File: src/rtl/led_rr_arbiter_pkg.sv
// Shared constants, state encoding and round-robin search helper for the LED arbiter.
package led_arb_pkg;

  localparam int N_REQ = 8;
  localparam int IDX_W = 3;

  typedef enum logic [1:0] {
    IDLE  = 2'd0,
    GRANT = 2'd1,
    GAP   = 2'd2
  } arb_state_t;

  // First set request at or after ptr, wrapping 7 -> 0; 0 when nothing is set.
  function automatic logic [IDX_W-1:0] rr_pick(input logic [N_REQ-1:0] req,
                                               input logic [IDX_W-1:0] ptr);
    logic [IDX_W-1:0] idx;
    logic [IDX_W-1:0] cand;
    logic             found;
    idx   = '0;
    found = 1'b0;
    for (int i = 0; i < N_REQ; i++) begin
      cand = ptr + IDX_W'(i);
      if (!found && req[cand]) begin
        idx   = cand;
        found = 1'b1;
      end
    end
    return idx;
  endfunction

endpackage

File: src/rtl/led_rr_arbiter_if.sv
// Request/grant bundle between the requesters and the round-robin arbiter.
interface led_rr_arbiter_if;
  import led_arb_pkg::*;

  logic [N_REQ-1:0] req;
  logic [N_REQ-1:0] gnt_n;
  logic [IDX_W-1:0] gnt_idx;
  logic             gnt_valid;
  logic             timeout;

  modport master (
    input  req,
    output gnt_n,
    output gnt_idx,
    output gnt_valid,
    output timeout
  );

  modport slave (
    output req,
    input  gnt_n,
    input  gnt_idx,
    input  gnt_valid,
    input  timeout
  );

endinterface

File: src/rtl/led_rr_arbiter_dec3_8_n.sv
// Active-low 3-to-8 decoder; all outputs high when en is low.
module dec3_8_n
  import led_arb_pkg::*;
(
  input  logic [IDX_W-1:0] idx,
  input  logic             en,
  output logic [N_REQ-1:0] y_n
);

  generate
    for (genvar gi = 0; gi < N_REQ; gi++) begin : g_dec
      assign y_n[gi] = ~(en && (idx == IDX_W'(gi)));
    end
  endgenerate

endmodule

File: src/rtl/led_rr_arbiter.sv
// Eight-way round-robin arbiter with break-before-make gap and registered outputs.
// Optional hold-time limit enabled by defining LED_RR_ARBITER_TIMEOUT_EN.
module led_rr_arbiter
  import led_arb_pkg::*;
#(
  parameter int HOLD_MAX = 16
) (
  input  logic                CLOCK_50,
  input  logic                RST,
  led_rr_arbiter_if.master    bus
);

  generate
    if (HOLD_MAX < 2 || HOLD_MAX > 255) begin : g_hold_max_check
      $error("HOLD_MAX must be in 2..255");
    end
  endgenerate

  arb_state_t       state_reg, state_next;
  logic [IDX_W-1:0] ptr_reg, ptr_next;
  logic [IDX_W-1:0] gnt_idx_reg, gnt_idx_next;
  logic             gnt_valid_reg, gnt_valid_next;
  logic [N_REQ-1:0] gnt_n_reg, gnt_n_next;
  logic [IDX_W-1:0] pick_idx;
  logic             owner_req;

  assign pick_idx  = rr_pick(bus.req, ptr_reg);
  assign owner_req = bus.req[gnt_idx_reg];

`ifdef LED_RR_ARBITER_TIMEOUT_EN
  localparam logic [7:0] HOLD_LAST = 8'(HOLD_MAX - 1);
  logic [7:0] hold_cnt_reg, hold_cnt_next;
  logic       timeout_reg, timeout_next;
`endif

  always_comb begin
    state_next     = state_reg;
    ptr_next       = ptr_reg;
    gnt_idx_next   = gnt_idx_reg;
    gnt_valid_next = gnt_valid_reg;
`ifdef LED_RR_ARBITER_TIMEOUT_EN
    hold_cnt_next  = hold_cnt_reg;
    timeout_next   = 1'b0;
`endif
    unique case (state_reg)
      IDLE: begin
        if (|bus.req) begin
          state_next     = GRANT;
          gnt_idx_next   = pick_idx;
          gnt_valid_next = 1'b1;
`ifdef LED_RR_ARBITER_TIMEOUT_EN
          hold_cnt_next  = '0;
`endif
        end else begin
          gnt_idx_next   = '0;
          gnt_valid_next = 1'b0;
        end
      end
      GRANT: begin
        // Release wins over a same-edge timeout.
        if (!owner_req) begin
          state_next     = GAP;
          ptr_next       = gnt_idx_reg + 3'd1;
          gnt_idx_next   = '0;
          gnt_valid_next = 1'b0;
        end
`ifdef LED_RR_ARBITER_TIMEOUT_EN
        else if (hold_cnt_reg == HOLD_LAST) begin
          state_next     = GAP;
          ptr_next       = gnt_idx_reg + 3'd1;
          gnt_idx_next   = '0;
          gnt_valid_next = 1'b0;
          timeout_next   = 1'b1;
        end else begin
          hold_cnt_next  = hold_cnt_reg + 8'd1;
        end
`endif
      end
      GAP: begin
        state_next     = IDLE;
        gnt_idx_next   = '0;
        gnt_valid_next = 1'b0;
      end
      default: begin
        state_next     = IDLE;
        gnt_idx_next   = '0;
        gnt_valid_next = 1'b0;
      end
    endcase
  end

  dec3_8_n u_dec (
    .idx (gnt_idx_next),
    .en  (gnt_valid_next),
    .y_n (gnt_n_next)
  );

  always_ff @(posedge CLOCK_50 or posedge RST) begin
    if (RST) begin
      state_reg     <= IDLE;
      ptr_reg       <= '0;
      gnt_idx_reg   <= '0;
      gnt_valid_reg <= 1'b0;
      gnt_n_reg     <= '1;
    end else begin
      state_reg     <= state_next;
      ptr_reg       <= ptr_next;
      gnt_idx_reg   <= gnt_idx_next;
      gnt_valid_reg <= gnt_valid_next;
      gnt_n_reg     <= gnt_n_next;
    end
  end

`ifdef LED_RR_ARBITER_TIMEOUT_EN
  always_ff @(posedge CLOCK_50 or posedge RST) begin
    if (RST) begin
      hold_cnt_reg <= '0;
      timeout_reg  <= 1'b0;
    end else begin
      hold_cnt_reg <= hold_cnt_next;
      timeout_reg  <= timeout_next;
    end
  end

  assign bus.timeout = timeout_reg;
`else
  assign bus.timeout = 1'b0;
`endif

  assign bus.gnt_n     = gnt_n_reg;
  assign bus.gnt_idx   = gnt_idx_reg;
  assign bus.gnt_valid = gnt_valid_reg;

endmodule

File: src/flat_wrapper.sv
// flat-port wrapper written by rule: the top's interface ports become plain ports
module led_rr_arbiter_flat import led_arb_pkg::*;
#(
  parameter int HOLD_MAX = 16
)
  (CLOCK_50, RST, bus_req, bus_gnt_n, bus_gnt_idx, bus_gnt_valid, bus_timeout);
  led_rr_arbiter_if bus_i ();
  input  logic CLOCK_50;
  input  logic RST;
  input wire logic [$bits(bus_i.req)-1:0] bus_req;
  output wire logic [$bits(bus_i.gnt_n)-1:0] bus_gnt_n;
  output wire logic [$bits(bus_i.gnt_idx)-1:0] bus_gnt_idx;
  output wire logic [$bits(bus_i.gnt_valid)-1:0] bus_gnt_valid;
  output wire logic [$bits(bus_i.timeout)-1:0] bus_timeout;
  assign bus_i.req = bus_req;
  assign bus_gnt_n = bus_i.gnt_n;
  assign bus_gnt_idx = bus_i.gnt_idx;
  assign bus_gnt_valid = bus_i.gnt_valid;
  assign bus_timeout = bus_i.timeout;
  led_rr_arbiter #(.HOLD_MAX(HOLD_MAX)) u_core (.CLOCK_50(CLOCK_50), .RST(RST), .bus(bus_i));
endmodule
File: config.mk
export PLATFORM = sky130hd
export DESIGN_NAME = led_rr_arbiter_flat
export DESIGN_NICKNAME = d
export VERILOG_FILES = /design/src/rtl/led_rr_arbiter_pkg.sv /design/src/rtl/led_rr_arbiter_if.sv /design/src/rtl/led_rr_arbiter_dec3_8_n.sv /design/src/rtl/led_rr_arbiter.sv /design/src/flat_wrapper.sv
export SDC_FILE = /design/constraint.sdc
export NUM_CORES = 1
export LEC_CHECK = 0
export ABC_AREA = 0
export BUFFER_PORTS_ARGS = -buffer_cell sky130_fd_sc_hd__buf_2
export CAP_MARGIN = 30
export CORE_UTILIZATION = 40
export DETAILED_ROUTE_END_ITERATION = 12
export PLACE_DENSITY = 0.55
export SETUP_SLACK_MARGIN = 0.4
export SLEW_MARGIN = 0
export SYNTH_ARGS = -nofsm -noshare
export SYNTH_HDL_FRONTEND = slang
export SYNTH_HIERARCHICAL = 1
export SYNTH_SLANG_ARGS = --single-unit
File: constraint.sdc
create_clock -name CLOCK_50 -period 4.2 [get_ports CLOCK_50]
set_input_delay 0.21 -clock CLOCK_50 [delete_from_list [all_inputs] [get_ports CLOCK_50]]
set_output_delay 0.21 -clock CLOCK_50 [all_outputs]
set_load 0.05 [all_outputs]
-- Word-level counts from Yosys, hierarchy flattened
Index checks and enable logic that the tools add are counted.
- add/sub/neg operators: 8
- $lt $le $gt $ge: 9
- eq/ne operators: 10
- multiplexer cells: 42
- bitwise logic cells: 9
- reduce and logical (&&, ||, !) cells: 27
- operator list (kind ; number):
    $lt A3 B4 Y1 const B ; 9
    $mux W3 ; 10
    $bmux W1 S3 ; 9
    $mux W1 ; 18
    $logic_and A1 B1 Y1 ; 15
    $add A3 B3 Y3 const B ; 4
    $eq A3 B3 Y1 const B ; 4
    $not A1 Y1 ; 9
    $reduce_or A8 Y1 ; 1
    $logic_not A1 Y1 ; 7
    $add A3 B1 Y3 const B ; 2
    $add A3 B2 Y3 const B ; 2
    $eq A3 B2 Y1 const B ; 2
    $pmux W3 S2 ; 1
    $mux W2 ; 2
    $pmux W2 S2 ; 1
    $reduce_and A2 Y1 ; 2
    $eq A3 B1 Y1 const B ; 1
    $logic_not A3 Y1 ; 1
    $eq A2 B1 Y1 const B ; 1
    $logic_not A2 Y1 ; 1
    $ne A2 B1 Y1 const B ; 1
    $ne A2 B2 Y1 const B ; 1
    $pmux W1 S2 ; 1
- flip-flop bits (word level): 17
- input port bits: 10
- output and inout bits: 13
- word-level logic and storage cells: 110

-- Logic depth before layout (Yosys ltp)
- depth after elaboration: 29
- depth in mapped cells: 14
- depth with buffers taken out: 10

-- Modules after synthesis
The synthesis kept the hierarchy.
- modules (own cells, without submodules) (module ; instances ; cells each ; area an instance (µm²) ; seq. area each (µm²)):
    led_rr_arbiter ; 1 ; 186 ; 1860.5 ; 435.4
    dec3_8_n ; 1 ; 8 ; 76.3 ; 0.0

-- Worst setup path after synthesis
OpenSTA, ideal clock, no wires.
- path kind: register to register
- from: reg u_core.ptr_reg[0]
- to: reg u_core.gnt_n_reg[0] (netlist: u_core/bus.gnt_n[0])
- arrival: 3480 ps
- setup slack: 625 ps
- stages on the path, launching flop included: 15
- buffers on the path: 4
- period minus slack after synthesis: 3575 ps
- cell sequence: dfrtp_1 > buf_6 > clkbuf_4 > inv_2 > ha_1 > buf_6 > buf_12 > mux2_4 > mux4_2 > nor4_4 > nand3b_2 > nor3_2 > a21boi_1 > o22a_1 > or4b_1
- word-level cells in the longest chain between the ends: 29
- elaborated cells on any way between the ends: 57
- classes of those cells: add/sub (7); mux (33); bitwise (1); reduce/logical (16)
- RTL lines (element ; RTL line ; source):
    from (decl) ; led_rr_arbiter.sv:20 ; logic [IDX_W-1:0] ptr_reg, ptr_next;
    from (signal assigned) ; led_rr_arbiter.sv:107 ; ptr_reg <= ptr_next;
    parallel branches: the longest is 23 deep, another holds $add A3 B1 Y3 ; -- ;
    $mux W3 (*) ; led_rr_arbiter_pkg.sv:23 ; if (!found && req[cand]) begin
    $mux W3 (*) ; led_rr_arbiter.sv:47 ; if (|bus.req) begin
    $pmux W3 S2 (*) ; led_rr_arbiter.sv:45 ; unique case (state_reg)
    named net u_core.gnt_idx_next[1] ; led_rr_arbiter.sv:21 ; logic [IDX_W-1:0] gnt_idx_reg, gnt_idx_next;
    $logic_not A3 Y1 (*) ; led_rr_arbiter_dec3_8_n.sv:12 ; assign y_n[gi] = ~(en && (idx == IDX_W'(gi)));
    $logic_and A1 B1 Y1 (*) ; led_rr_arbiter_dec3_8_n.sv:12 ;
    $not A1 Y1 (*) ; led_rr_arbiter_dec3_8_n.sv:12 ;
    named net u_core.gnt_n_next[0] ; led_rr_arbiter.sv:23 ; logic [N_REQ-1:0] gnt_n_reg, gnt_n_next;
    to (signal assigned) ; led_rr_arbiter.sv:110 ; gnt_n_reg <= gnt_n_next;
    to (decl) ; led_rr_arbiter.sv:23 ;
Mark *: on every way through the listed nets, which the timed path passes. The select of a mux whose other input is x is not followed.
A chain may end at the register's enable or synchronous reset.

-- Worst setup path in the final report
- from: reg u_core.ptr_reg[1]
- to: reg u_core.gnt_n_reg[0] (netlist: u_core/bus.gnt_n[0])
Same word-level chain as after synthesis.

==> out/qor.csv <==
stage,metric,value,unit
drt,via count,1626,
global_routing,first-pass GRT wire length,7640,um
synth,Yosys top cell by area,mux4_2,
synth,Yosys reg bits,17,
synth,YS warnings,6,
status,status,"complete, no violations",
layout,"commonest non-fill, non-tap cell in the layout",nand2_1,
floorplan,Starting Density,0.430,
clock_tree,number of buffers created by CTS,3,
sta,final hold violations,0,
sta,final worst path period share,0.862,
floorplan,Chip Height,71.6,um
synth,Netlist Area Pre-Place,1940,um^2
sta,Fmax achieved,276,MHz
global_routing,Overflow after GRT,0,
placement,number of buffers added on ports,21,
synth,syn_area_per_cell,9.98,um^2
worst_setup_path,worst path required time,4360,ps
global_routing,vias in the first global route,1513,
worst_setup_path,Crit Path Category,flop to flop,
clock_tree,H-tree levels,1,
drt,DRT Pass-1 Iters,4,
layout,share of cells above drive strength 1,0.343,
clock_tree,TritonCTS clock tree,done,
drt,post-route ant nets,0,
floorplan,die area,5120,um^2
global_routing,largest net degree at the start of global routing,27,
clock_tree,Sink Count,17,
drt,DRC viols,0,
synth,Post-synth EDFFs,0,
synth,ys flop type,dfrtp_1,
layout,Area Overhead vs Synth,4.72,%
worst_setup_path,CP endpoint kind,flop,
synth,Post-synth ARST share,1.00,
sta,TNS Setup,0,ps
clock_tree,hold buffers post-CTS,0,
layout,diode count,0,
layout,fillers,445,
drt,final wirelength,4690,um
floorplan,num rows,24,
floorplan,Core Box Area,4500,um^2
synth,syn nets,207,
placement,RePlAce Congestion,0.862,
layout,max reg flops,8,
synth,Mapped Cells,194,
global_routing,total track usage,0.190,
sta,Slew HR,0.442,
layout,most frequent cells in the layout,"22 x nand2_1, 21 x buf_2, 15 x mux4_2",
clock_tree,Worst-path clk slew,70,ps
synth,sequential element share of the synthesized area,0.225,
layout,final net count,218,
synth,post-synth cell types,61,
placement,hpwl dp,3540,um
drt,vias per inst,6.35,
worst_setup_path,WP data arrival,3780,ps
sta,final count of negative-setup-slack endpoints,0,
flow_run,max-cap violations,0,
clock_tree,root buf cell,clkbuf_8,
drt,Routed WL per cell,18.3,um
worst_setup_path,Startpoint Class,flop,
clock_tree,clock latency on the worst-skew pair,250,ps
synth,Synth area leaders,"mux4_2 17%, dfrtp_1 12%, dfstp_2 11%",
sta,clock period minus worst slack,3620,ps
global_routing,initial antenna violation count,0,
clock_tree,Max clock buf depth,2,
min_path,HP Class,input port to async pin,
worst_setup_path,R2R cell count,9,
drt,Initial DRC Count,78,
floorplan,chip width,71.6,um
sta,"Slew Viols, Final",0,
sta,unrepaired setup endpoints after global routing,false,
sta,Worst Tran Pin Value,832,ps
synth,top-area cell type share of the netlist area,0.174,
floorplan,# IOs,23,
sta,Worst Skew,4.92,ps
worst_setup_path,highest fanout seen on the critical path,26,
-- worst max-delay path: stages (launching register included) --
cell	delay [ps]
dfrtp_1	380
buf_4	340
ha_1	450
mux4_2	390
mux4_2	550
nor4_4	210
nand3b_2	130
o31ai_1	250
o21ai_1	230
or4b_1	580
-- cells by family (layout without fill, tap and decap cells) --
kind of cell             after synthesis  in the layout  synth area share
AND/OR/NAND/NOR                       67             67             0.205
AO/OA/AOI/OAI                         43             43             0.141
multiplexers                          32             32             0.284
buffers and inverters                 27             37            0.0969
flip-flops                            17             17             0.225
XOR/XNOR                               4              4            0.0258
adder cells (fa/ha/maj)                3              3            0.0194
other                                  1              1           0.00194
-- final timing paths --
| path | slack [ps] | end | from |
|---|---|---|---|
| max | 580 | u_core/bus.gnt_n[0] | u_core/ptr_reg[1] |
| min | 40 | u_core/state_reg[0] | RST |
| max reg2reg | 580 | u_core/bus.gnt_n[0] | u_core/ptr_reg[1] |
| min reg2reg | 630 | u_core/ptr_reg[1] | u_core/ptr_reg[1] |
| max in group asynchronous | 3740 | u_core/bus.gnt_idx[2] | RST |
| min in group CLOCK_50 | 630 | u_core/ptr_reg[1] | u_core/ptr_reg[1] |
-- per-stage QoR --
stage	hold WS [ps]	cell area, um^2	setup WS (ps)	std cells	util
detailed placement	323	1980	495	252	0.439
global placement	298	1980	664	252	0.439
CTS	50.4	2030	475	256	0.450
floorplan	130	1940	625	194	-
global route	99.8	2030	431	256	0.450
finish	38.7	2030	581	256	0.450
-- synthesized netlist by cell type (all sizes together), types with 2 or more instances --
cell,n
nor2b,3
mux4,15
nand3,6
clkbuf,6
nand3b,3
buf,13
nor3,4
inv,8
o21ai,8
dfrtp,9
o22ai,2
xor2,3
o31ai,3
mux2i,12
nand4b,3
nand4bb,3
nor2,8
ha,3
a211oi,6
mux2,5
or3,3
nand4,2
nor4,3
a21oi,12
a31oi,4
nand2,22
dfstp,8
-- routing by layer --
metal  vias to the layer above  share of wire  global-route usage
met2                        65           0.50               0.319
met3                        10          0.050              0.0338
met4                         0          0.018              0.0501
met1                       801           0.43               0.257
met5                         -              0                   0
li1                        750              -                   -
-- area by class of cell --
| class | count | area [um^2] | area share |
|---|---|---|---|
| well taps | 52 | 65.1 | 0.0321 |
| inverters | 8 | 30.0 | 0.0148 |
| repair buffers | 25 | 135 | 0.0666 |
| multi-input cells | 150 | 1320 | 0.649 |
| clock inverters | 1 | 5.00 | 0.00247 |
| flip-flops and latches | 17 | 435 | 0.215 |
| clock buffers | 3 | 41.3 | 0.0204 |
-- what timing repair did --
item | 4_1_cts | 5_1_grt
buffers inserted | 0 | 0
endpoints found under the setup margin | 0 | 4
gates resized for setup | 0 | 1
Power is left out: the tool's default activity adds up to more than one toggle a clock period on the data nets, which glitch-free logic cannot reach.
